`config.mk`:
```
export PLATFORM = sky130hd
export DESIGN_NAME = fx3_bus_arbiter
export DESIGN_NICKNAME = d
export VERILOG_FILES = /design/src/rtl/fx3_bus_pkg.sv /design/src/rtl/fx3_arb_watchdog.sv /design/src/rtl/fx3_bus_arbiter.sv
export SDC_FILE = /design/constraint.sdc
export NUM_CORES = 1
export LEC_CHECK = 0
export ABC_AREA = 1
export BUFFER_PORTS_ARGS = -buffer_cell sky130_fd_sc_hd__buf_2
export CAP_MARGIN = 20
export CORE_UTILIZATION = 39
export DETAILED_ROUTE_END_ITERATION = 10
export HOLD_SLACK_MARGIN = 0.12
export PLACE_DENSITY = 0.61
export SLEW_MARGIN = 20
export SYNTH_ARGS = -nofsm -noshare
export SYNTH_HDL_FRONTEND = slang
export SYNTH_SLANG_ARGS = --single-unit
export TNS_END_PERCENT = 100
```
`constraint.sdc`:
```
create_clock -name clk -period 1.84 [get_ports clk]
set_input_delay 0.092 -clock clk [delete_from_list [all_inputs] [get_ports clk]]
set_output_delay 0.092 -clock clk [all_outputs]
set_load 0.005 [all_outputs]
```
`src/rtl/fx3_bus_pkg.sv`:
```
// Shared types and constants for the FX3 GPIF bus arbiter: state encoding,
// socket addresses, bus direction values and the round-robin pick helper.
package fx3_bus_pkg;

  typedef enum logic [2:0] {
    ST_IDLE       = 3'd0,
    ST_ADDR_SETUP = 3'd1,
    ST_GRANT_IN   = 3'd2,
    ST_GRANT_OUT  = 3'd3,
    ST_TURNAROUND = 3'd4
  } arb_state_t;

  typedef enum logic {
    SIDE_IN  = 1'b0,
    SIDE_OUT = 1'b1
  } side_t;

  localparam logic [1:0] IN_SOCKET  = 2'b00;
  localparam logic [1:0] OUT_SOCKET = 2'b11;

  localparam logic DIR_FX3_DRIVES  = 1'b0;
  localparam logic DIR_FPGA_DRIVES = 1'b1;

  // On a tie the side that was not served last wins.
  function automatic side_t pick_winner(input logic in_elig, input logic out_elig,
                                        input side_t last_served);
    if (in_elig && out_elig) begin
      return (last_served == SIDE_IN) ? SIDE_OUT : SIDE_IN;
    end else if (out_elig) begin
      return SIDE_OUT;
    end
    return SIDE_IN;
  endfunction

  function automatic logic [1:0] socket_for(input side_t side);
    return (side == SIDE_OUT) ? OUT_SOCKET : IN_SOCKET;
  endfunction

  function automatic logic dir_for(input side_t side);
    return (side == SIDE_OUT) ? DIR_FPGA_DRIVES : DIR_FX3_DRIVES;
  endfunction

endpackage

```
`src/rtl/fx3_arb_watchdog.sv`:
```
// Grant-length watchdog: counts enabled cycles since the last clear and flags
// the cycle in which the count reaches LIMIT-1.
module fx3_arb_watchdog #(
  parameter logic [15:0] LIMIT = 16'd4096
) (
  input  logic clk,
  input  logic rst,
  input  logic clear,
  input  logic enable,
  output logic expire
);

  logic [15:0] count_reg;

  always_ff @(posedge clk) begin
    if (rst || clear) begin
      count_reg <= 16'd0;
    end else if (enable) begin
      count_reg <= count_reg + 16'd1;
    end
  end

  assign expire = enable && (count_reg == LIMIT - 16'd1);

endmodule

```
`src/rtl/fx3_bus_arbiter.sv`:
```
// FX3 GPIF bus arbiter: one owner at a time, socket/direction setup and turnaround.
// Define FX3_ARB_WATCHDOG_EN to bound each grant to WDOG_CYCLES cycles.
module fx3_bus_arbiter
  import fx3_bus_pkg::*;
#(
  parameter int unsigned TURNAROUND_CYCLES = 2,
  parameter logic [15:0] WDOG_CYCLES       = 16'd4096
) (
  input  logic       clk,
  input  logic       rst,
  input  logic       i_in_req,
  input  logic       i_in_ready,
  input  logic       i_in_done,
  output logic       o_in_grant,
  input  logic       i_out_req,
  input  logic       i_out_ready,
  input  logic       i_out_done,
  output logic       o_out_grant,
  output logic [1:0] o_socket_addr,
  output logic       o_bus_dir,
  output logic       o_busy,
  output logic       o_timeout
);

  localparam logic [3:0] TA_LOAD =
    (TURNAROUND_CYCLES == 0) ? 4'd0 : 4'(TURNAROUND_CYCLES - 1);
  localparam arb_state_t POST_GRANT =
    (TURNAROUND_CYCLES == 0) ? ST_IDLE : ST_TURNAROUND;

  arb_state_t state_reg;
  side_t      last_served_reg;
  side_t      winner;
  logic [3:0] ta_count_reg;
  logic [1:0] socket_addr_reg;
  logic       bus_dir_reg;
  logic       in_elig;
  logic       out_elig;
  logic       granted;
  logic       owner_done;
  logic       wdog_expire;
  logic       grant_end;

  assign in_elig    = i_in_req & i_in_ready;
  assign out_elig   = i_out_req & i_out_ready;
  assign winner     = pick_winner(in_elig, out_elig, last_served_reg);
  assign granted    = (state_reg == ST_GRANT_IN) || (state_reg == ST_GRANT_OUT);
  // Only the owning side's done counts; the other side's is ignored.
  assign owner_done = ((state_reg == ST_GRANT_IN)  && i_in_done) ||
                      ((state_reg == ST_GRANT_OUT) && i_out_done);
  assign grant_end  = owner_done || (granted && wdog_expire);

  always_ff @(posedge clk) begin
    if (rst) begin
      state_reg       <= ST_IDLE;
      last_served_reg <= SIDE_OUT;
      ta_count_reg    <= 4'd0;
      socket_addr_reg <= IN_SOCKET;
      bus_dir_reg     <= DIR_FX3_DRIVES;
    end else begin
      case (state_reg)
        ST_IDLE: begin
          if (in_elig || out_elig) begin
            state_reg       <= ST_ADDR_SETUP;
            last_served_reg <= winner;
            socket_addr_reg <= socket_for(winner);
            bus_dir_reg     <= dir_for(winner);
          end
        end
        ST_ADDR_SETUP: begin
          state_reg <= (last_served_reg == SIDE_OUT) ? ST_GRANT_OUT : ST_GRANT_IN;
        end
        ST_GRANT_IN, ST_GRANT_OUT: begin
          if (grant_end) begin
            state_reg    <= POST_GRANT;
            ta_count_reg <= TA_LOAD;
            // With no turnaround the direction is left alone until the next setup.
            if (POST_GRANT == ST_TURNAROUND) begin
              bus_dir_reg <= DIR_FX3_DRIVES;
            end
          end
        end
        ST_TURNAROUND: begin
          if (ta_count_reg == 4'd0) begin
            state_reg <= ST_IDLE;
          end else begin
            ta_count_reg <= ta_count_reg - 4'd1;
          end
        end
        default: begin
          state_reg <= ST_IDLE;
        end
      endcase
    end
  end

`ifdef FX3_ARB_WATCHDOG_EN
  logic timeout_reg;

  fx3_arb_watchdog #(
    .LIMIT (WDOG_CYCLES)
  ) u_watchdog (
    .clk    (clk),
    .rst    (rst),
    .clear  (state_reg == ST_ADDR_SETUP),
    .enable (granted),
    .expire (wdog_expire)
  );

  // A done arriving in the expiry cycle wins, so no pulse then.
  always_ff @(posedge clk) begin
    if (rst) begin
      timeout_reg <= 1'b0;
    end else begin
      timeout_reg <= granted && wdog_expire && !owner_done;
    end
  end

  assign o_timeout = timeout_reg;
`else
  assign wdog_expire = 1'b0;
  assign o_timeout   = 1'b0;
`endif

  assign o_in_grant    = (state_reg == ST_GRANT_IN);
  assign o_out_grant   = (state_reg == ST_GRANT_OUT);
  assign o_busy        = (state_reg != ST_IDLE);
  assign o_socket_addr = socket_addr_reg;
  assign o_bus_dir     = bus_dir_reg;

endmodule
```
==> results.py <==
metrics = {
    "status": {
        "status": "finished clean",
    },
    "die": {
        "rows": 13,
        "die_y_microns": 41.1,
        "pin_count": 15,
        "core_area_sq_um": 1370,
        "die_w_microns": 41.1,
        "die_area_sq_um": 1690,
        "initial_core_util": 0.437,
    },
    "min_path": {
        "hold_path_class": "primary input to flop",
        "min_delay_path_depth": 5,
    },
    "global_routing": {
        "track_usage": 0.161,
        "grt_max_degree": 8,
        "grt_antenna_before_repair": 0,
        "grt_pass1_vias": 420,
        "overflow": 0,
        "grt_first_pass_wirelength_mm": 1.66,
    },
    "clock_network": {
        "clock_latency_ns": 0.27,
        "post_cts_buffers": 0,
        "cts_buffer_depth": 2,
        "cts.htree.levels": 1,
        "cts_tree": "yes",
        "root_buffer": "clkbuf_4",
        "cts_buffers": 3,
        "clk_pin_slew_ns": 0.07,
        "cts_sinks": 10,
    },
    "route": {
        "drtIter0Drc": 6,
        "drcViolationCount": 0,
        "routed_wl_mm": 1.16,
        "first_pass_iters": 3,
        "via_count": 571,
        "wl_per_cell_microns": 9.56,
        "ant_nets": 0,
        "viasPerCell": 4.72,
    },
    "placed_design": {
        "place_hpwl_microns": 905,
        "place_area_sq_um": 666,
        "finalWeightedCongestion": 0.672,
        "pre_cts_ws_ns": 0.545,
        "port-buffer-count": 13,
        "dp_cells": 116,
    },
    "worst_setup_path": {
        "required_ns": 2.01,
        "critical_path_class": "flop to flop",
        "startpoint_type": "flop",
        "r2r_cells": 9,
        "arrival_ns": 1.48,
        "crit_path_end_kind": "flop",
        "cp_max_fo": 6,
    },
    "finish": {
        "synthToLayoutAreaGrowth_pct": 19.3,
        "finalNonFillerCells": 121,
        "largest_reg_flops": 4,
        "finalInstanceArea_sq_um": 712,
        "diodes": 0,
        "fill_cells": 154,
        "final_util": 0.521,
        "final_nets": 117,
        "drive_gt1_frac": 0.274,
    },
    "synth": {
        "ys_seq_area_frac": 0.335,
        "synth-async-reset-ratio": 0,
        "ys_warn_count": 0,
        "synth_seq_cells": 10,
        "ys.flop_type": "dfxtp_1",
        "synth.area.top_cells": "dfxtp_1, nand2_1, nor2_1, inv_1, a21oi_1",
        "synth_top_area_cell": "dfxtp_1",
        "yosys-top-cells-count": "nand2_1, nor2_1, dfxtp_1, inv_1",
        "synth_edf_count": 0,
        "yosysTopAreaCellShare": 0.335,
        "syn_inst": 90,
        "netlist_area_sq_um": 597,
        "avgSynthCellArea_sq_um": 6.63,
        "ys_types": 20,
        "synth_nets": 100,
        "synth_most_common_cell": "nand2_1",
    },
    "sta": {
        "whs_ns": 0.237,
        "fin_worst_skew_ns": 0.00347,
        "slew_violations": 0,
        "setup_violations": 0,
        "finalSetupTns_ns": 0,
        "fin_crit_ns": 1.31,
        "finalCritPeriodShare": 0.713,
        "rsz0062_at_grt": "false",
        "fmax_mhz": 762,
        "setup_slack_ns": 0.528,
        "final_hold_viol_count": 0,
    },
    "power": {
        "finalPower_mw": 0.794,
        "p_leak_nw": 0.364,
        "powerDensity_nw_per_um2": 1120,
        "p_int_mw": 0.499,
        "power_switching_mw": 0.295,
        "combPwrFrac": 0.372,
        "ir_drop_v": 0.000500,
        "clkPwrFrac": 0.252,
        "power_frac_seq": 0.376,
        "swShare": 0.372,
    },
    "run": {
        "max_cap_violations": 0,
    },
}
layout make-up:
class | instances | area, sq um | share of cell area
Inverter | 12 | 45.0 | 0.0633
Sequential cell | 10 | 200 | 0.281
Clock buffer | 4 | 36.3 | 0.0510
Multi-Input combinational cell | 66 | 337 | 0.473
Tap cell | 15 | 18.8 | 0.0264
Timing Repair Buffer | 14 | 75.1 | 0.105
final timing paths:
kind / startpoint / end / slack, ns
worst max-delay path: ta_count_reg[0] / state_reg[0] / 0.53
worst min-delay path: i_out_ready / o_bus_dir / 0.24
worst max register to register: ta_count_reg[0] / state_reg[0] / 0.53
worst min register to register: ta_count_reg[1] / ta_count_reg[1] / 0.47
placed cells by master, fill, tap and decap left out, types with 3 or more instances in the layout:
cell      instances
nand2_1          22
buf_2            13
nor2_1           12
inv_1            10
dfxtp_1          10
nand3_1           5
a21oi_1           5
nor2_2            3
nand2_2           3
o21ai_0           3
clkbuf_4          3
metal layers:
metal | vias up | track usage | part of all wire
li1 | 311 | - | -
met1 | 247 | 0.194 | 0.51
met2 | 11 | 0.227 | 0.42
met3 | 2 | 0.0978 | 0.051
met4 | 0 | 0.0726 | 0.015
met5 | - | 0 | 0
logic make-up after synthesis:
logic type               count (synthesis)  synth area share
AND/OR/NAND/NOR                         52             0.405
buffers and inverters                   14             0.101
AO/OA/AOI/OAI                           10            0.0964
flip-flops                              10             0.335
adder cells (fa/ha/maj)                  2            0.0419
XOR/XNOR                                 1            0.0147
other                                    1           0.00628
what timing repair did:
item | in CTS | in global routing
resized for setup | 0 | 0
hold endpoints to repair | 5 | 0
hold buffers | 1 | 0
endpoints found under the setup margin | 0 | 0
power groups by stage:
stage	clock network [mW]	registers (mW)	logic, mW
after CTS	0.208	0.298	0.297
after detailed placement	0	0.303	0.295
after global placement	0	0.302	0.290
after global routing	0.221	0.303	0.342
final	0.200	0.298	0.296
after floorplan	0	0.295	0.227
critical path: stages, from the launching register on:
cell     delay (ns)
dfxtp_1        0.30
inv_1          0.15
ha_1           0.20
nand2_1        0.07
nor2_2         0.12
nor2_4         0.07
nor2_1         0.12
nand3_1        0.09
nand2_1        0.06
nor2_1         0.04
Note: power is estimated with default switching activity, not from simulation.
